[src/rtl/dmem_mmio_if.sv]
// Core-side data bus plus the byte-wide TX sink handshake for dmem_mmio.
// The master side is the core (or bench); the slave side is the memory block.
interface dmem_mmio_if;
  logic        MemWrite;
  logic [31:0] ALUResult;
  logic [31:0] WriteData;
  logic [31:0] ReadData;
  logic        tx_valid;
  logic [7:0]  tx_data;
  logic        tx_ready;

  modport master (
    output MemWrite, ALUResult, WriteData, tx_ready,
    input  ReadData, tx_valid, tx_data
  );

  modport slave (
    input  MemWrite, ALUResult, WriteData, tx_ready,
    output ReadData, tx_valid, tx_data
  );
endinterface

[src/rtl/dmem_mmio.sv]
// Data-side memory subsystem: word RAM, free-running cycle timer and a byte
// TX FIFO draining to a ready/valid sink. Loads are combinational and see the
// state before the clock edge; stores land on the next rising edge.
module dmem_mmio #(
  parameter int RAM_WORDS  = 64,
  parameter int FIFO_DEPTH = 4
) (
  input logic        clk,
  input logic        reset,
  dmem_mmio_if.slave bus
);
  localparam int RW = $clog2(RAM_WORDS);
  localparam int AW = $clog2(FIFO_DEPTH);
  localparam int CW = AW + 1;
  localparam logic [CW-1:0] FULL_CNT = CW'(FIFO_DEPTH);

  logic [31:0]   ram_r [RAM_WORDS];
  logic [31:0]   timer_r;
  logic [7:0]    fifo_r [FIFO_DEPTH];
  logic [AW-1:0] head_r;
  logic [AW-1:0] tail_r;
  logic [CW-1:0] count_r;
  logic          ovf_r;

  logic          mmio_s;
  logic [1:0]    reg_sel_s;
  logic [RW-1:0] ram_idx_s;
  logic          ram_we_s;
  logic          timer_we_s;
  logic          push_req_s;
  logic          status_we_s;
  logic          empty_s;
  logic          full_s;
  logic          pop_s;
  logic          push_ok_s;
  logic          ovf_set_s;
  logic [CW-1:0] count_nxt_s;
  logic [4:0]    cnt5_s;
  logic [31:0]   status_s;
  logic [31:0]   rdata_s;
  logic          unused_s;

  assign mmio_s    = bus.ALUResult[31];
  assign reg_sel_s = bus.ALUResult[3:2];
  assign ram_idx_s = bus.ALUResult[2 +: RW];
  // Byte-offset bits and upper address bits only alias; they carry no meaning here.
  assign unused_s  = ^{bus.ALUResult[1:0], bus.ALUResult[30:4]};

  // Store decode: route MemWrite to RAM or one of the MMIO registers.
  always_comb begin
    ram_we_s    = 1'b0;
    timer_we_s  = 1'b0;
    push_req_s  = 1'b0;
    status_we_s = 1'b0;
    if (bus.MemWrite) begin
      if (!mmio_s) begin
        ram_we_s = 1'b1;
      end else begin
        case (reg_sel_s)
          2'd0:    timer_we_s  = 1'b1;
          2'd1:    push_req_s  = 1'b1;
          2'd2:    status_we_s = 1'b1;
          default: ram_we_s    = 1'b0;
        endcase
      end
    end else begin
      ram_we_s = 1'b0;
    end
  end

  // FIFO flow control: a push into a full FIFO survives only if a pop frees a slot.
  always_comb begin
    empty_s     = (count_r == {CW{1'b0}});
    full_s      = (count_r == FULL_CNT);
    pop_s       = !empty_s && bus.tx_ready;
    push_ok_s   = push_req_s && (!full_s || pop_s);
    ovf_set_s   = push_req_s && !push_ok_s;
    count_nxt_s = count_r;
    case ({push_ok_s, pop_s})
      2'b10:   count_nxt_s = count_r + {{(CW-1){1'b0}}, 1'b1};
      2'b01:   count_nxt_s = count_r - {{(CW-1){1'b0}}, 1'b1};
      default: count_nxt_s = count_r;
    endcase
  end

  // RAM array: not reset, but a store coinciding with reset is suppressed.
  always_ff @(posedge clk) begin
    if (ram_we_s && !reset) begin
      ram_r[ram_idx_s] <= bus.WriteData;
    end
  end

  // Cycle timer: a software load wins over the increment.
  always_ff @(posedge clk) begin
    if (reset) begin
      timer_r <= 32'h0000_0000;
    end else if (timer_we_s) begin
      timer_r <= bus.WriteData;
    end else begin
      timer_r <= timer_r + 32'h0000_0001;
    end
  end

  // FIFO storage: data slots need no reset because the empty flag masks them.
  always_ff @(posedge clk) begin
    if (push_ok_s && !reset) begin
      fifo_r[tail_r] <= bus.WriteData[7:0];
    end
  end

  // FIFO pointers, occupancy and sticky overflow (set beats clear).
  always_ff @(posedge clk) begin
    if (reset) begin
      head_r  <= {AW{1'b0}};
      tail_r  <= {AW{1'b0}};
      count_r <= {CW{1'b0}};
      ovf_r   <= 1'b0;
    end else begin
      if (push_ok_s) begin
        tail_r <= tail_r + {{(AW-1){1'b0}}, 1'b1};
      end
      if (pop_s) begin
        head_r <= head_r + {{(AW-1){1'b0}}, 1'b1};
      end
      count_r <= count_nxt_s;
      if (ovf_set_s) begin
        ovf_r <= 1'b1;
      end else if (status_we_s) begin
        ovf_r <= 1'b0;
      end
    end
  end

  // Load mux: RAM or MMIO register, zero for write-only and reserved slots.
  always_comb begin
    cnt5_s   = 5'(count_r);
    status_s = {24'h00_0000, cnt5_s, ovf_r, full_s, empty_s};
    rdata_s  = 32'h0000_0000;
    if (!mmio_s) begin
      rdata_s = ram_r[ram_idx_s];
    end else begin
      case (reg_sel_s)
        2'd0:    rdata_s = timer_r;
        2'd2:    rdata_s = status_s;
        default: rdata_s = 32'h0000_0000;
      endcase
    end
  end

  assign bus.ReadData = rdata_s;
  assign bus.tx_valid = !empty_s;
  assign bus.tx_data  = empty_s ? 8'h00 : fifo_r[head_r];
endmodule

[src/flat_wrapper.sv]
// flat-port wrapper written by rule: the top's interface ports become plain ports
module dmem_mmio_flat 
#(
  parameter int RAM_WORDS  = 64,
  parameter int FIFO_DEPTH = 4
)
  (clk, reset, bus_MemWrite, bus_ALUResult, bus_WriteData, bus_tx_ready, bus_ReadData, bus_tx_valid, bus_tx_data);
  dmem_mmio_if bus_i ();
  input logic clk;
  input logic reset;
  input wire logic [$bits(bus_i.MemWrite)-1:0] bus_MemWrite;
  input wire logic [$bits(bus_i.ALUResult)-1:0] bus_ALUResult;
  input wire logic [$bits(bus_i.WriteData)-1:0] bus_WriteData;
  input wire logic [$bits(bus_i.tx_ready)-1:0] bus_tx_ready;
  output wire logic [$bits(bus_i.ReadData)-1:0] bus_ReadData;
  output wire logic [$bits(bus_i.tx_valid)-1:0] bus_tx_valid;
  output wire logic [$bits(bus_i.tx_data)-1:0] bus_tx_data;
  assign bus_i.MemWrite = bus_MemWrite;
  assign bus_i.ALUResult = bus_ALUResult;
  assign bus_i.WriteData = bus_WriteData;
  assign bus_i.tx_ready = bus_tx_ready;
  assign bus_ReadData = bus_i.ReadData;
  assign bus_tx_valid = bus_i.tx_valid;
  assign bus_tx_data = bus_i.tx_data;
  dmem_mmio #(.RAM_WORDS(RAM_WORDS), .FIFO_DEPTH(FIFO_DEPTH)) u_core (.clk(clk), .reset(reset), .bus(bus_i));
endmodule
[config.mk]
export PLATFORM = sky130hd
export DESIGN_NAME = dmem_mmio_flat
export DESIGN_NICKNAME = d
export VERILOG_FILES = /design/src/rtl/dmem_mmio_if.sv /design/src/rtl/dmem_mmio.sv /design/src/flat_wrapper.sv
export SDC_FILE = /design/constraint.sdc
export NUM_CORES = 2
export LEC_CHECK = 0
export ABC_AREA = 1
export BUFFER_PORTS_ARGS = -buffer_cell sky130_fd_sc_hd__buf_4
export CORE_MARGIN = 5
export CORE_UTILIZATION = 40
export CTS_CLUSTER_SIZE = 28
export DETAILED_ROUTE_END_ITERATION = 12
export PLACE_DENSITY_LB_ADDON = 0.12
export SLEW_MARGIN = 40
export SYNTH_ARGS = -nofsm -noshare
export SYNTH_HDL_FRONTEND = slang
export SYNTH_SLANG_ARGS = --single-unit
[constraint.sdc]
create_clock -name clk -period 4.3 [get_ports clk]
set_input_delay 0.86 -clock clk [delete_from_list [all_inputs] [get_ports clk]]
set_output_delay 0.86 -clock clk [all_outputs]
set_load 0.03 [all_outputs]
Word level (Yosys, flattened, before mapping)
Memories as Yosys holds them, arrays and structs flattened. A register that Yosys moved wholly into a read port is not among the register bits.
Index checks and enable logic that the tools add are counted.
{"block": "totals", "word_cells": 55, "ram_bits": 2080, "out_inout_bits": 41, "register_bits": 40, "mem_count": 2}
{"block": "op_classes", "reduce_logical": 14, "muxes": 24, "n_addsub": 5, "n_eq_ne": 5}
{"name": "u_core.ram_r", "depth": 64, "width": 32, "rd": 1, "rd_clocked_by_memory_dff": 0, "wr": 1, "line_no": "dmem_mmio.sv:17", "rtl": "logic [31:0] ram_r [RAM_WORDS];"}
{"name": "u_core.fifo_r", "depth": 4, "width": 8, "rd": 1, "rd_clocked_by_memory_dff": 1, "wr": 1, "line_no": "dmem_mmio.sv:19", "rtl": "logic [7:0] fifo_r [FIFO_DEPTH];"}
{"operator": "$mux W32", "count": 2}
{"operator": "$pmux W32 S2", "count": 1}
{"operator": "$add A32 B1 Y32 const B", "count": 1}
{"operator": "$mux W1", "count": 17}
{"operator": "$mux W8", "count": 1}
{"operator": "$pmux W3 S2", "count": 1}
{"operator": "$logic_and A1 B1 Y1", "count": 5}
{"operator": "$add A2 B1 Y2 const B", "count": 2}
{"operator": "$eq A2 B1 Y1 const B", "count": 2}
{"operator": "$eq A2 B2 Y1 const B", "count": 2}
{"operator": "$logic_not A1 Y1", "count": 4}
{"operator": "$mux W2", "count": 2}
{"operator": "$reduce_bool A2 Y1", "count": 2}
{"operator": "$add A3 B1 Y3 const B", "count": 1}
{"operator": "$eq A3 B3 Y1 const B", "count": 1}
{"operator": "$logic_not A3 Y1", "count": 1}
{"operator": "$sub A3 B1 Y3 const B", "count": 1}
{"operator": "$logic_not A2 Y1", "count": 1}
{"operator": "$logic_or A1 B1 Y1", "count": 1}

Longest topological paths before layout
{"block": "depth", "depth_word": 8, "ltp_mapped": 16}

Least setup slack after synthesis
Ideal clock, no wire load.
{"block": "synth_path", "path_kind": "in2reg", "startpoint": "input bus_ALUResult[5]", "endpoint": "memory u_core.ram_r[56][0] (enable)", "path_buffers": 2, "path_stages": 6, "slack_ps": 604, "setup_ps": 421, "t_arrival_ps": 3274, "cell_sequence": "clkbuf_1 -> inv_1 -> clkbuf_1 -> nor2_1 -> inv_1 -> nor2_1"}
{"element": "start, declared", "line_no": "flat_wrapper.sv:12", "rtl": "input wire logic [$bits(bus_i.ALUResult)-1:0] bus_ALUResult;"}
{"element": "end, declared", "line_no": "dmem_mmio.sv:17"}
No word-level cell before the write port.

Worst setup path in the final report
{"block": "layout_path", "startpoint": "input bus_ALUResult[2]", "endpoint": "output bus_ReadData[30]"}
{"block": "layout_via", "elab_chain_len": 3, "word_cells_on_any_way": 5, "classes_between": "1 x eq/ne; 2 x mux; 1 x reduce/logical; 1 x memory"}
{"element": "branches (longest 2 deep; another with $mem_v2 Z64 W32)"}
{"element": "$mux W32 *", "line_no": "dmem_mmio.sv:139", "rtl": "if (!mmio_s) begin"}
{"element": "end, declared", "line_no": "flat_wrapper.sv:15", "rtl": "output wire logic [$bits(bus_i.ReadData)-1:0] bus_ReadData;"}
Every way passes the cells marked *.

==> run_results.csv <==
group,metric,value,unit
outcome,status,"complete, no violations",
power_and_ir_drop,power.leakage,40.7,nW
clock_network,cts-hold-fix-buffers,0,
global_route,grtUsageTotal,24.2,%
synth,synth_cells,8245,
final_layout,final_util,46.7,%
final_layout,fillers,20400,
min_path,hp-start,"reset",
timing,relSlewSlack,43.0,%
final_layout,final_area,104000,um^2
critical_path,critical_path.slowest_cell,"nor2_4",
clock_network,cts-root-buf,"clkbuf_16",
timing,worstMarginPinSlew,854,ps
floorplanning,die_area,231000,um^2
synth,synthesis.nets,8319,
detailed_routing,drt-pass1-iter-count,6,
flow_run,maxCapViolations,0,
clock_network,clkLatencyLatePin,870,ps
timing,fin_crit_sh,98.2,%
floorplanning,core_area,222000,um^2
final_layout,area_growth,16.6,%
critical_path,reg2reg_to,"u_core.timer_r[30]",
floorplanning,die_w,481,um
synth,synth_warnings,0,
timing,finalMaxSlewViolations,0,
synth,synth_ff_type,"edfxtp_1",
timing,fin_crit,4220,ps
clock_network,numCtsBuffers,227,
min_path,min_to,"u_core.ovf_r",
critical_path,r2r_slack,2120,ps
synth,synth_cell_types,33,
critical_path,critPathArrivalTime,3360,ps
clock_network,clockBufferDepth,3,
global_route,grt_max_degree,91,
timing,whs,177,ps
power_and_ir_drop,powerDensity,432,nW/um^2
detailed_routing,drtAntennaViolNets,0,
final_layout,nets,8586,
floorplanning,floorplan.rows,173,
place,dp_hpwl,158000,um
detailed_routing,wl_per_cell,24.2,um
synth,async_flop_share,0,%
power_and_ir_drop,ir_drop,462,uV
place,portBuffers,83,
clock_network,cts.sinks,2122,
detailed_routing,vias_per_cell,5.15,
final_layout,drive_above_1_share,9.61,%
floorplanning,start_util,40.1,%
critical_path,end_kind,"primary output",
floorplanning,die_y,481,um
min_path,hp-class,"primary input to register",
place,placed_cells,11300,
critical_path,rr_startpoint,"u_core.timer_r[0]",
min_path,hold_depth,2,
global_route,grt_pass1_wl,407000,um
floorplanning,io-pin-count,109,
synth,postSynthAreaPerCell,10.8,um^2
timing,rsz0062_at_grt,"false",
place,placed_cell_area,96400,um^2
critical_path,slowest_delay,490,ps
global_route,grt_pass1_vias,57500,
critical_path,cp_max_fo,24,
timing,skew,16.8,ps
timing,max_freq,0.237,GHz
final_layout,stdcell_count,11700,
critical_path,reg2reg_depth,10,
synth,ys_seq_area_share,71.3,%
synth,synth_top_area_cell,"edfxtp_1",
timing,hold_viol,0,
detailed_routing,drt_iter0_drc,5611,
clock_network,cts_tree,"done",
synth,synth_top_cell_area_share,70.3,%
clock_network,cts.reportedPaths.clkPinSlew,60,ps
synth,syn-cell-area,88800,um^2
synth,synth_edf_count,2080,
detailed_routing,drt_wl_total,282000,um
global_route,antenna_found_initial,17,
place,gp_congestion,0.883,
synth,yosysMostFrequentCell,"nand2_1",
clock_network,htree_levels,4,
synth,synth_seq_cells,2122,
global_route,overflow,0,
synth,synth_common_cells,"nand2_1 (3011), edfxtp_1 (2080), nand3_1 (983)",
timing,setup_tns,0,ps
detailed_routing,drc,0,
timing,setup-violations-final,0,
critical_path,crit_path_start_kind,"primary input",
critical_path,setup.worst_path.class,"primary input to primary output",
clock_network,cts_post_setup_buffers_inserted,0,
critical_path,crit_chain,"buf_8 -> nor2_4 -> buf_4 -> buf_12 -> a21oi_1 -> nand3_1 -> nand3_1 -> nand2_1 -> inv_1 -> nand2_1 -> o21ai_1 -> buf_4 -> nand2_1 -> buf_4",
detailed_routing,num_vias,60200,
synth,synth_area_leaders,"edfxtp_1 (70%), nand2_1 (13%), nand3_1 (5.5%)",
critical_path,critPathRequiredTime,3440,ps
[per-stage QoR]
stage | power (mW) | setup slack, ps
after global placement | 26.5 | 58.3
final | 44.7 | 77.2
after detailed placement | 26.5 | 47.7
after CTS | 45.1 | 41.3
after floorplan | 24.7 | 604
after global routing | 46.2 | 0.499
[per-layer routing]
layer / track usage (%) / routed length (um) / vias to the layer above
li1: - / - / 28000
met1: 33.8 / 123000 / 29900
met2: 38.7 / 131000 / 1895
met3: 3.46 / 17700 / 407
met4: 8.45 / 10700 / 4
met5: 0 / 27 / -
[cell type report]
type / count / area, um^2 / share of cell area (%)
inverters: 922 / 3490 / 3.37
diodes: 7 / 17.5 / 0.0169
multi-input cells: 4780 / 20700 / 20.0
clock inverters: 124 / 971 / 0.938
well taps: 2975 / 3720 / 3.60
repair buffers: 459 / 5280 / 5.10
flip-flops and latches: 2122 / 63300 / 61.2
clock buffers: 292 / 6030 / 5.82
[sequential cells by signal (all words and copies together) (netlist names), named ones only]
name,cells
u_core.ram_r,2048
u_core.fifo_r,32
u_core.timer_r,32
u_core.count_r,3
u_core.head_r,2
u_core.tail_r,2
u_core.ovf_r,1
[power by group]
| part | switching, mW | total [mW] | internal, mW |
|---|---|---|---|
| Sequential | 0.0461 | 22.8 | 22.8 |
| Combinational | 2.37 | 3.27 | 0.900 |
| Clock | 8.06 | 18.6 | 10.5 |
[critical path: cells and delay by family]
| kind | cells | cell delay, ps |
|---|---|---|
| buffers and inverters | 6 | 1060 |
| AND/OR/NAND/NOR | 6 | 1190 |
| AO/OA/AOI/OAI | 2 | 170 |
[kinds of logic (layout without fill, tap and decap cells)]
logic type,Yosys count,in the layout,share of synthesized area (%)
AO/OA/AOI/OAI,220,220,1.32
XOR/XNOR,14,14,0.138
adder cells (fa/ha/maj),6,6,0.0930
buffers and inverters,1343,1797,5.98
flip-flops,2122,2122,71.3
other,0,7,0
AND/OR/NAND/NOR,4540,4540,21.2
[cells in the final DEF, fill, tap and decap left out, types with 3 or more instances in the layout]
master	count
a21oi_1	69
a22oi_1	5
buf_12	137
buf_4	293
buf_6	26
buf_8	3
bufinv_16	12
clkbuf_1	58
clkbuf_16	230
clkbuf_8	4
clkinv_1	66
clkinv_2	32
clkinvlp_4	4
dfxtp_1	42
diode_2	7
edfxtp_1	2080
ha_1	5
inv_1	915
inv_6	6
inv_8	4
nand2_1	3011
nand3_1	983
nand3b_1	5
nand4_1	187
nor2_1	264
nor2_2	3
nor2_4	67
nor3_1	10
o211ai_1	8
o21ai_0	92
o21ai_1	31
o21bai_1	11
or2_2	7
xnor2_1	4
xor2_1	10
[how the worst max path moves through the flow]
stage	from	end	cells past startpoint
2_1_floorplan	bus_ALUResult[5]	u_core.ram_r[56][0]	6
3_3_place_gp	bus_ALUResult[2]	bus_ReadData[13]	15
6_report	bus_ALUResult[2]	bus_ReadData[30]	14
4_1_cts	bus_ALUResult[2]	bus_ReadData[8]	13
3_5_place_dp	bus_ALUResult[2]	bus_ReadData[8]	13
5_1_grt	bus_ALUResult[2]	bus_ReadData[30]	15
[repair_timing]
action	4_1_cts	5_1_grt
hold endpoints to repair	0	0
gates resized for setup	0	1
setup endpoints to repair	0	1
(Power assumes the default switching activity.)
